File: src/rtl/multi_button_decoder.sv
// Synchronises and debounces NUM_BUTTONS push buttons, reporting each accepted
// press as a one-cycle pulse with a 1-based index plus a sticky selection.
module multi_button_decoder #(
  parameter int NUM_BUTTONS = 4,
  parameter int SYNC_STAGES = 2,
  parameter int DEBOUNCE    = 4,
  parameter int MULTI_MODE  = 0,
  localparam int IDX_W      = $clog2(NUM_BUTTONS + 1)
) (
  input  logic                   clk,
  input  logic                   rst,
  input  logic [NUM_BUTTONS-1:0] buttons,
  input  logic                   clear,
  output logic                   press_valid,
  output logic [IDX_W-1:0]       press_idx,
  output logic [IDX_W-1:0]       sel_idx,
  output logic                   multi_err,
  output logic                   busy
);

  localparam int CNT_W = $clog2(DEBOUNCE + 1);
  localparam logic [NUM_BUTTONS-1:0] ONE_B = NUM_BUTTONS'(1);

  typedef enum logic [1:0] {
    IDLE,
    PRESS_DB,
    HELD,
    REL_DB
  } state_t;

  state_t                 state;
  logic [NUM_BUTTONS-1:0] sync_q [SYNC_STAGES];
  logic [NUM_BUTTONS-1:0] s;
  logic [NUM_BUTTONS-1:0] cand;
  logic [CNT_W-1:0]       cnt;
  logic [CNT_W:0]         cnt_inc;
  logic                   cnt_hit;
  logic                   s_zero;
  logic                   multi_hot;
  logic [IDX_W-1:0]       low_idx;
  logic                   accept;
  logic                   take;
  logic                   reject;

  always_ff @(posedge clk) begin
    if (rst) begin
      for (int i = 0; i < SYNC_STAGES; i++) sync_q[i] <= '0;
    end else begin
      sync_q[0] <= buttons;
      for (int i = 1; i < SYNC_STAGES; i++) sync_q[i] <= sync_q[i-1];
    end
  end

  assign s         = sync_q[SYNC_STAGES-1];
  assign s_zero    = (s == '0);
  assign multi_hot = ((s & (s - ONE_B)) != '0);
  assign cnt_inc   = {1'b0, cnt} + (CNT_W + 1)'(1);
  assign cnt_hit   = (cnt_inc == (CNT_W + 1)'(DEBOUNCE));

  // Descending scan so the lowest set bit is the value left standing.
  always_comb begin
    low_idx = '0;
    for (int i = NUM_BUTTONS - 1; i >= 0; i--) begin
      if (s[i]) low_idx = IDX_W'(i + 1);
    end
  end

  always_comb begin
    accept = 1'b0;
    case (state)
      IDLE:     accept = !s_zero && (DEBOUNCE == 1);
      PRESS_DB: accept = !s_zero && (s == cand) && cnt_hit;
      default:  accept = 1'b0;
    endcase
  end

  assign take   = accept && (!multi_hot || (MULTI_MODE != 0));
  assign reject = accept && multi_hot && (MULTI_MODE == 0);

  always_ff @(posedge clk) begin
    if (rst) begin
      state       <= IDLE;
      cand        <= '0;
      cnt         <= '0;
      press_valid <= 1'b0;
      press_idx   <= '0;
      sel_idx     <= '0;
      multi_err   <= 1'b0;
      busy        <= 1'b0;
    end else begin
      press_valid <= take;
      press_idx   <= take ? low_idx : '0;
      multi_err   <= reject;
      // An accept in the same cycle as clear must leave the new selection.
      if (take)       sel_idx <= low_idx;
      else if (clear) sel_idx <= '0;

      case (state)
        IDLE: begin
          if (!s_zero) begin
            cand  <= s;
            cnt   <= CNT_W'(1);
            state <= accept ? HELD : PRESS_DB;
            busy  <= 1'b1;
          end else begin
            busy  <= 1'b0;
          end
        end
        PRESS_DB: begin
          if (s_zero) begin
            state <= IDLE;
            busy  <= 1'b0;
          end else if (s != cand) begin
            cand <= s;
            cnt  <= CNT_W'(1);
          end else begin
            cnt <= cnt_inc[CNT_W-1:0];
            if (cnt_hit) state <= HELD;
          end
        end
        HELD: begin
          if (s_zero) begin
            cnt <= CNT_W'(1);
            if (DEBOUNCE == 1) begin
              state <= IDLE;
              busy  <= 1'b0;
            end else begin
              state <= REL_DB;
            end
          end
        end
        REL_DB: begin
          if (!s_zero) begin
            state <= HELD;
          end else begin
            cnt <= cnt_inc[CNT_W-1:0];
            if (cnt_hit) begin
              state <= IDLE;
              busy  <= 1'b0;
            end
          end
        end
        default: begin
          state <= IDLE;
          busy  <= 1'b0;
        end
      endcase
    end
  end

endmodule

File: config.mk
export PLATFORM = sky130hd
export DESIGN_NAME = multi_button_decoder
export DESIGN_NICKNAME = d
export VERILOG_FILES = /design/src/rtl/multi_button_decoder.sv
export SDC_FILE = /design/constraint.sdc
export NUM_CORES = 1
export LEC_CHECK = 0
export BUFFER_PORTS_ARGS = -buffer_cell sky130_fd_sc_hd__buf_2
export CAP_MARGIN = 20
export CELL_PAD_IN_SITES_DETAIL_PLACEMENT = 1
export CELL_PAD_IN_SITES_GLOBAL_PLACEMENT = 2
export CORE_MARGIN = 2
export CORE_UTILIZATION = 35
export CTS_CLUSTER_SIZE = 12
export DETAILED_ROUTE_END_ITERATION = 12
export GPL_TIMING_DRIVEN = 0
export HOLD_SLACK_MARGIN = 0.03
export MAX_ROUTING_LAYER = met4
export PLACE_DENSITY_LB_ADDON = 0.1
export SETUP_SLACK_MARGIN = 0.4
export SLEW_MARGIN = 20
export SYNTH_ARGS = -nofsm -noshare
export SYNTH_HDL_FRONTEND = slang
export SYNTH_SLANG_ARGS = --single-unit
export TNS_END_PERCENT = 50
File: constraint.sdc
create_clock -name clk -period 2.2 [get_ports clk]
set_clock_uncertainty 0.1 [all_clocks]
set_input_delay 0.11 -clock clk [delete_from_list [all_inputs] [get_ports clk]]
set_output_delay 0.11 -clock clk [all_outputs]
set_load 0.005 [all_outputs]
* Word-level counts from Yosys, hierarchy flattened *
Memories as Yosys holds them, arrays and structs flattened.
Cells that the tools add are included.

word-level totals
  register bits after elaboration = 18
  RAM bits = 8
  input port bits = 7
  output and inout bits = 9
  word-level logic and storage cells = 84
  memories = 1

operators by class
  add/sub/neg operators = 2
  eq/ne operators = 16
  mux-type cells = 36
  bitwise logic cells = 4
  reduce and logical (&&, ||, !) cells = 17

memory list
  memory  depth  bits a word  read ports  clocked after Yosys merged registers in  wr ports  line  RTL
  sync_q  2      4            2           0                                        2         32    logic [NUM_BUTTONS-1:0] sync_q [SYNC_STAGES];

operators by type and width
  cell                                                 count
  2-to-1 mux 3 bit                                     11
  2-to-1 mux 4 bit                                     5
  2-to-1 mux 2 bit                                     8
  inequality test 2 bit, second input constant         7
  one-hot mux 3 bit (4 select lines)                   1
  AND reduction 4 bit                                  3
  inequality test 3 bit, second input constant         3
  2-to-1 mux 1 bit                                     8
  one-hot mux 2 bit (4 select lines)                   1
  one-hot mux 4 bit (2 select lines)                   1
  AND reduction 5 bit                                  1
  adder 3 x 1 -> 4 bit, second input constant          1
  bitwise AND 4 bit                                    1
  equality test 2 bit, second input constant           2
  equality test 4 x 3 -> 1 bit, second input constant  1
  equality test 4 bit                                  1
  logical AND 1 bit                                    4
  zero test 4 bit                                      1
  inequality test 4 bit                                1
  nonzero test 2 bit                                   2
  nonzero test 4 bit                                   1
  subtractor 4 x 1 -> 4 bit, second input constant     1
  one-hot mux 1 bit (3 select lines)                   1
  nonzero test 3 bit                                   1
  other kinds (6)                                      8

* Depth between registers and ports, before layout *
Gate-level depths: netlist of run 1.

  depth in word-level cells = 8
  gate-level depth with buffers = 7
  depth with buffers taken out = 7

* Worst setup path before layout of run 1 *
Ideal clock, no wire load.

  path kind = register to register
  start point = reg cnt[0]
  end point = reg press_idx[1]
  setup time = 0.073 ns
  arrival time = 1.705 ns
  data required time = 2.027 ns
  setup slack = 0.322 ns
  cell stages (with the launch flop) = 7
  path buffers = 0
  period minus slack after synthesis = 1.878 ns
  cell sequence = dfxtp_1 -> ha_1 -> nand2b_1 -> o21a_1 -> or3_1 -> or3_4 -> nor3_2

between the ends
  longest elaborated chain between the ends = 7

ends and longest elaborated chain
  what                                 line  RTL
  start: declaration                   35    logic [CNT_W-1:0] cnt;
  start signal: assignment             117   cnt <= cnt_inc[CNT_W-1:0];
  start signal: assignment             136   cnt <= cnt_inc[CNT_W-1:0];
  adder 3 x 1 -> 4 bit                 57    assign cnt_inc = {1'b0, cnt} + (CNT_W + 1)'(1);
  equality test 4 x 3 -> 1 bit         58    assign cnt_hit = (cnt_inc == (CNT_W + 1)'(DEBOUNCE));
  logical AND 1 bit                    72    PRESS_DB: accept = !s_zero && (s == cand) && cnt_hit;
  2-to-1 mux 1 bit                     70    case (state)
  logical AND 1 bit                    77    assign take = accept && (!multi_hot || (MULTI_MODE != 0));
  NOT 1 bit (no source line)           --
  OR reduction 2 bit (no source line)  --
  end signal: assignment               92    press_idx <= take ? low_idx : '0;
  end: declaration                     15    output logic [IDX_W-1:0] press_idx,

Every way passes these cells.
A chain may end at the register's enable or synchronous reset.

* Final worst setup path of run 1 *
  start point = reg cnt[1]
  end point = reg press_idx[1]

The elaborated chain is that of the path after synthesis.

==> results by group, run 1 <==
Place
  – Placed Cells: roughly 190
  – HPWL after detailed placement: slightly above 2000 µm
  – Buffers on Ports: 15
  – GP Congestion: a little over 0.8

Worst setup path
  – Critical Path AT: 2.07 ns
  – Crit path launch type: flip-flop
  – Most used cell, CP: or3_4
  – CP Class: reg -> reg
  – Kind of end point of the critical path: flip-flop
  – Critical Path RT: 2.37 ns
  – CP max-delay cell: dfxtp_4
  – Crit-path max FO: 4
  – Crit path cell chain: ha_4 -> nand2b_4 -> o21a_1 -> or3_4 -> or3_4 -> nor3_2
  – Max incr delay on CP: between 0.3 and 0.4 ns

Synth
  – Post-synthesis sequential area ratio: 41.6%
  – Synth warnings: 0
  – Post-Synthesis Cells: 132
  – FF+latch count, synth: 26
  – Unique masters post-synth: between 40 and 50
  – Synthesized cell area: roughly 0.0013 mm²
  – Post-Syn Nets: 145
  – Synthesized area per cell: approximately 9.5 µm²

Drt
  – Avg WL per Cell: 13.9 µm
  – Routed vias: roughly 1,000
  – Initial drt markers: 47
  – Drt pass-1 iters: 4
  – Routed WL: between 2000 and 3000 µm
  – Post-route ant nets: 0
  – DRC Markers: 0
  – Via density: 4.98

Pwr
  – P per Cell Area: 815 mW/mm²
  – Maximum VDD drop: between 0.3 and 0.4 mV
  – Psw: between 400 and 500 µW
  – Combinational share of power: between 30% and 40%
  – Leakage: approximately 0.00068 µW
  – Reg power frac: approximately two fifths
  – Total power: 1340 µW
  – Internal power: around 910 µW
  – Clock power share: between 20% and 30%
  – Switch share: about a third

Floorplan
  – Boundary Pins: 16
  – Die width: approximately 64 µm
  – FP Rows: 21
  – Core area: between 0.003 and 0.004 mm²
  – Die area: between 0.004 and 0.005 mm²
  – Initial Util: between 30% and 40%
  – Chip height: ~64 µm

Global routing
  – Initial antenna violation count: 0
  – Congestion Overflow GR: 0
  – Global Route Usage Sum: 15.3%
  – Largest net degree at the start of global routing: 16
  – Vias in the first global route: roughly 1,000
  – First-pass GRT wire length: between 4000 and 5000 µm

Job
  – Number of max-cap violations: 0

Clock tree
  – Clk_lat worst skew: 0.33 ns
  – CTS Root Cell: clkbuf_4
  – Number of buffers created by CTS: 3
  – CTS H-tree depth: 1
  – Clock buffer depth: 2
  – Clock Sinks: 26
  – CTS tree: yes
  – Worst-path clk slew: 0.15 ns

Layout
  – Nets@finish: between 150 and 200
  – Synthesis-to-finish area growth: 30.8%
  – Diode count: 0
  – Most frequent cells in the layout: 22 x dfxtp_1, 15 x buf_2, 13 x nor2_1
  – Share of layout cells above drive strength 1: roughly 33%
  – Non-Filler Instances: ~210
  – Most common cell after layout, fill and taps aside: dfxtp_1

STA
  – Setup violations, final: 0
  – Setup TNS: 0 ns
  – Slew Viols, Final: 0
  – Min cycle time layout: roughly 1.9 ns
  – Worst-Margin Slew: between 0.4 and 0.5 ns
  – Max Clk Rate: 0.527 GHz
  – Max-slew headroom: around two thirds
  – Fin. Hold Viols: 0
  – RSZ-0062 raised after global routing: true
  – Hold slack: between 0.1 and 0.15 ns
  – Final period utilization: 86.2%

Status
  – Status: complete, no violations

Hold path
  – Hold crit path type: in -> reg
-- critical path, delay by kind of cell (launching register included) --
| kind | cells | cell delay [ns] |
|---|---|---|
| flops | 1 | 0.39 |
| compound gates | 1 | 0.19 |
| fa+ha+maj | 1 | 0.16 |
| simple gates | 4 | 1.00 |
-- path summary, 6_finish.rpt --
kind / start / to / slack (ns) / cells after the start
worst max-delay path: cnt[1] / press_idx[1] / 0.30 / 6
worst min register to register: sync_q[0][1] / sync_q[0][5] / 0.35 / 1
worst min-delay path: rst / flip-flop / 0.12 / 3
worst max register to register: cnt[1] / press_idx[1] / 0.30 / 6
-- power groups by stage --
| stage | Clock, µW | Combinational, µW | Sequential (µW) |
|---|---|---|---|
| final | 334 | 458 | 543 |
| after global routing | 368 | 507 | 550 |
| after global placement | 0 | 323 | 548 |
| after CTS | 341 | 406 | 542 |
| after floorplan | 0 | 257 | 543 |
| after detailed placement | 0 | 332 | 551 |
-- per-stage QoR --
stage	cell area, µm²	worst slack, ns	utilization (%)
after detailed placement	1390	0.106	40.9
after global placement	1390	0.146	40.9
final	1640	0.303	48.3
after global routing	1640	0.211	48.3
after floorplan	1250	0.370	-
after CTS	1570	0.237	46.4
-- timing repair --
item / in CTS / in global routing
hold endpoints to repair: 4 / 0
endpoints found under the setup margin: 14 / 17
resized for setup: 14 / 12
hold buffers: 4 / 0
pin swaps: 7 / 7
buffers inserted: 5 / 3
-- kinds of logic after synthesis --
family | Yosys count | share of synthesized area [%]
buffers and inverters | 17 | 6.09
adder cells (fa/ha/maj) | 6 | 5.99
flip-flops | 26 | 41.6
multiplexers | 8 | 6.69
AND/OR/NAND/NOR | 47 | 22.4
XOR/XNOR | 4 | 2.80
AO/OA/AOI/OAI | 24 | 14.5
-- flip-flops by register name (all words and copies together) (netlist names), named ones only --
name,cells
state,1
multi_err,1
press_idx,3
cand,4
cnt,3
press_valid,1
busy,1
sync_q,8
sel_idx,3
-- per-layer routing --
metal	vias up	share of wire, %	global-route usage (%)
li1	515	-	-
met4	0	0.79	4.89
met5	-	0	-
met3	2	1.7	2.11
met2	11	54	27.6
met1	512	43	17.4
-- area by class of cell --
type                    instances  area [µm²]
fillers                       381        1750
multi-input cells              89         734
flip-flops and latches         26         528
repair buffers                 27         179
well taps                      46        57.6
plain buffers                   6        45.0
inverters                      11        41.3
clock inverters                 1        30.0
clock buffers                   3        22.5
-- synth_stat cells (all sizes together) --
cell,instances,area [µm²]
o221ai,1,8.76
and4,1,8.76
nand4,1,6.26
nand3b,1,7.51
nor2,14,52.6
a211oi,3,27.5
clkbuf,2,7.51
and2,1,6.26
buf,4,27.5
nand2b,2,12.5
a21boi,1,7.51
or3,2,17.5
o21a,1,7.51
nand2,5,18.8
a21bo,1,10.0
a32o,1,10.0
a21oi,5,25.0
a211o,1,8.76
mux2,3,33.8
nor3,4,25.0
o31a,1,8.76
inv,11,41.3
o311a,1,10.0
ha,6,75.1
nor4,3,40.0
xor2,4,35.0
nor2b,9,56.3
a31o,2,17.5
o31ai,1,7.51
or2,1,6.26
o2111ai,1,8.76
dfxtp,26,521
o21ai,3,15.0
o2bb2ai,1,8.76
mux2i,5,50.1
nor3b,3,22.5
(Power assumes the default switching activity.)
==> run 2, diff against run 1 <==
- RECOVER_POWER: not set -> 50
==> results by group, run 2 (same netlist as run 1, synthesis figures left out) <==
Status
  – Status: complete, no violations (unchanged)

Global routing
  – Congestion Overflow GR: 0 (unchanged)
  – Initial antenna violation count: 0 (unchanged)
  – Largest net degree at the start of global routing: 16 (unchanged)
  – Vias in the first global route: 1,048 (unchanged)
  – First-pass GRT wire length: 4810 µm (unchanged)
  – Global Route Usage Sum: 15.3% (unchanged)

Pwr
  – P per Cell Area: 819 mW/mm² (was 815 mW/mm²)
  – Maximum VDD drop: 0.326 mV (unchanged)
  – Leakage: 0.000649 µW (was 0.000678 µW)

Drt
  – DRC Markers: 0 (unchanged)
  – Routed vias: 1,040 (unchanged)
  – Avg WL per Cell: 13.9 µm (about the same)
  – Via density: 4.98 (unchanged)
  – Routed WL: 2900 µm (about the same)
  – Post-route ant nets: 0 (unchanged)
  – Drt pass-1 iters: 4 (unchanged)
  – Initial drt markers: 39 (was 47)

Clock tree
  – CTS H-tree depth: 1 (unchanged)
  – CTS tree: yes (unchanged)
  – CTS Root Cell: clkbuf_4 (unchanged)
  – Clk_lat worst skew: 0.33 ns (about the same)
  – Worst-path clk slew: 0.15 ns (about the same)
  – Clock buffer depth: 2 (unchanged)
  – Number of buffers created by CTS: 3 (unchanged)
  – Clock Sinks: 26 (unchanged)

STA
  – Max Clk Rate: 0.528 GHz (was 0.527 GHz)
  – Fin. Hold Viols: 0 (unchanged)
  – RSZ-0062 raised after global routing: true (unchanged)
  – Min cycle time layout: 1.89 ns (was 1.90 ns)
  – Final period utilization: 86.1% (was 86.2%)
  – Slew Viols, Final: 0 (unchanged)
  – Worst setup margin: 0.305 ns (was 0.303 ns)
  – Hold slack: 0.120 ns (was 0.117 ns)
  – Setup TNS: 0 ns (unchanged)
  – Max-slew headroom: 67.9% (was 67.8%)
  – Setup violations, final: 0 (unchanged)
  – Worst-Margin Slew: 0.481 ns (was 0.483 ns)

Floorplan
  – Initial Util: 37.0% (unchanged)
  – Die width: 63.8 µm (unchanged)
  – Die area: 0.00407 mm² (unchanged)
  – Chip height: 63.8 µm (unchanged)
  – FP Rows: 21 (unchanged)
  – Core area: 0.00339 mm² (unchanged)
  – Boundary Pins: 16 (unchanged)

Layout
  – Share of layout cells above drive strength 1: 28.8% (was 33.1%)
  – Largest register by flop count: sync_q (unchanged)
  – Max FFs per register: 8 (unchanged)
  – Largest regs: sync_q x8, cand x4 (unchanged)
  – Fin util: 48.1% (was 48.3%)
  – Diode count: 0 (unchanged)
  – Most common cell after layout, fill and taps aside: dfxtp_1 (unchanged)
  – Synthesis-to-finish area growth: 30.1% (was 30.8%)
  – Design Area, Final: 0.00163 mm² (was 0.00164 mm²)
  – Nets@finish: 177 (unchanged)
  – Most frequent cells in the layout: 22 x dfxtp_1, 13 x nor2_1, 11 x inv_1 (was 22 x dfxtp_1, 15 x buf_2, 13 x nor2_1)

Worst setup path
  – Worst R2R Path Depth: 6 (unchanged)
  – Top delay family on crit path: simple AND/OR/NAND/NOR gates (unchanged)
  – FF-to-FF Start: cnt[1] (unchanged)
  – Critical Path RT: 2.37 ns (about the same)
  – CP bufs+invs: 0 (unchanged)
  – Levels on crit path: 6 (unchanged)
  – Max incr delay on CP: 0.39 ns (about the same)
  – Crit path cell chain: ha_4 -> nand2b_4 -> o21a_1 -> or3_4 -> or3_4 -> nor3_2 (unchanged)
  – Kind of end point of the critical path: flip-flop (unchanged)
  – CP Class: reg -> reg (unchanged)
  – Critical Path AT: 2.07 ns (about the same)
  – CP max-delay cell: dfxtp_4 (unchanged)
  – Crit path launch type: flip-flop (unchanged)
  – Crit-path max FO: 4 (unchanged)
  – CP Launch Point: cnt[1] (unchanged)
  – Most used cell, CP: or3_4 (unchanged)

Place
  – GP Congestion: 0.821 (unchanged)
  – Place WS: 0.106 ns (unchanged)
  – Placed Area: 0.00139 mm² (unchanged)
  – Buffers on Ports: 15 (unchanged)
  – HPWL after detailed placement: 2050 µm (unchanged)

Job
  – Number of max-cap violations: 0 (unchanged)

Hold path
  – Hold crit path type: in -> reg (unchanged)
  – Hold Path Origin: clear (was rst)
  – Hold Path Depth: 3 (unchanged)
==> run 2: changes by cell type in the layout (fill, tap and decap cells not counted) <==
| cell | previous run | this run |
|---|---|---|
| buf_2 | 15 | 8 |
| clkbuf_1 | 2 | 9 |
==> run 2: worst register-to-register path: cells and delay by family, from the launching register on <==
family / cells / cell delay, ns
fa+ha+maj: 1 / 0.16
simple gates: 4 / 1.00
compound gates: 1 / 0.19
flops: 1 / 0.39
==> run 2: final cells by class <==
| class | count | area (µm²) |
|---|---|---|
| multi-input cells | 89 | 734 |
| repair buffers | 27 | 170 |
| clock buffers | 3 | 22.5 |
| well taps | 46 | 57.6 |
| inverters | 11 | 41.3 |
| clock inverters | 1 | 30.0 |
| flip-flops and latches | 26 | 528 |
| fillers | 382 | 1760 |
| plain buffers | 6 | 45.0 |
==> run 2: report_power, final <==
group | switching (µW) | leakage [µW] | total [µW] | internal (µW)
Clock | 150 | 0.0000279 | 334 | 184
Combinational | 242 | 0.000407 | 458 | 216
Sequential | 34.0 | 0.000214 | 543 | 509
Total | 426 | 0.000649 | 1330 | 909
==> run 2: final timing paths <==
check | endpoint | slack [ns]
hold reg to reg | sync_q[0][5] | 0.35
setup / recovery | press_idx[1] | 0.31
hold / removal | sel_idx[1] | 0.12
setup reg to reg | press_idx[1] | 0.31
==> run 2: per-layer routing <==
layer | GRT usage (%) | vias up | part of all wire [%]
li1 | - | 515 | -
met1 | 17.4 | 512 | 43
met2 | 27.6 | 11 | 54
met3 | 2.11 | 2 | 1.7
met4 | 4.89 | 0 | 0.79
met5 | - | - | 0
==> run 2: what timing repair did <==
| item | CTS | global route |
|---|---|---|
| hold endpoints to repair | 4 | 0 |
| gates resized for setup | 14 | 12 |
| hold buffers | 4 | 0 |
| setup buffers | 5 | 3 |
| pin swaps | 7 | 7 |
| endpoints found under the setup margin | 14 | 17 |
==> run 2: through the flow <==
| stage | cells | power, µW |
|---|---|---|
| 2_1_floorplan | 132 | 800 |
| 3_3_place_gp | 193 | 871 |
| 3_5_place_dp | 193 | 883 |
| 4_1_cts | 206 | 1290 |
| 5_1_grt | 209 | 1420 |
| 6_report | 209 | 1330 |
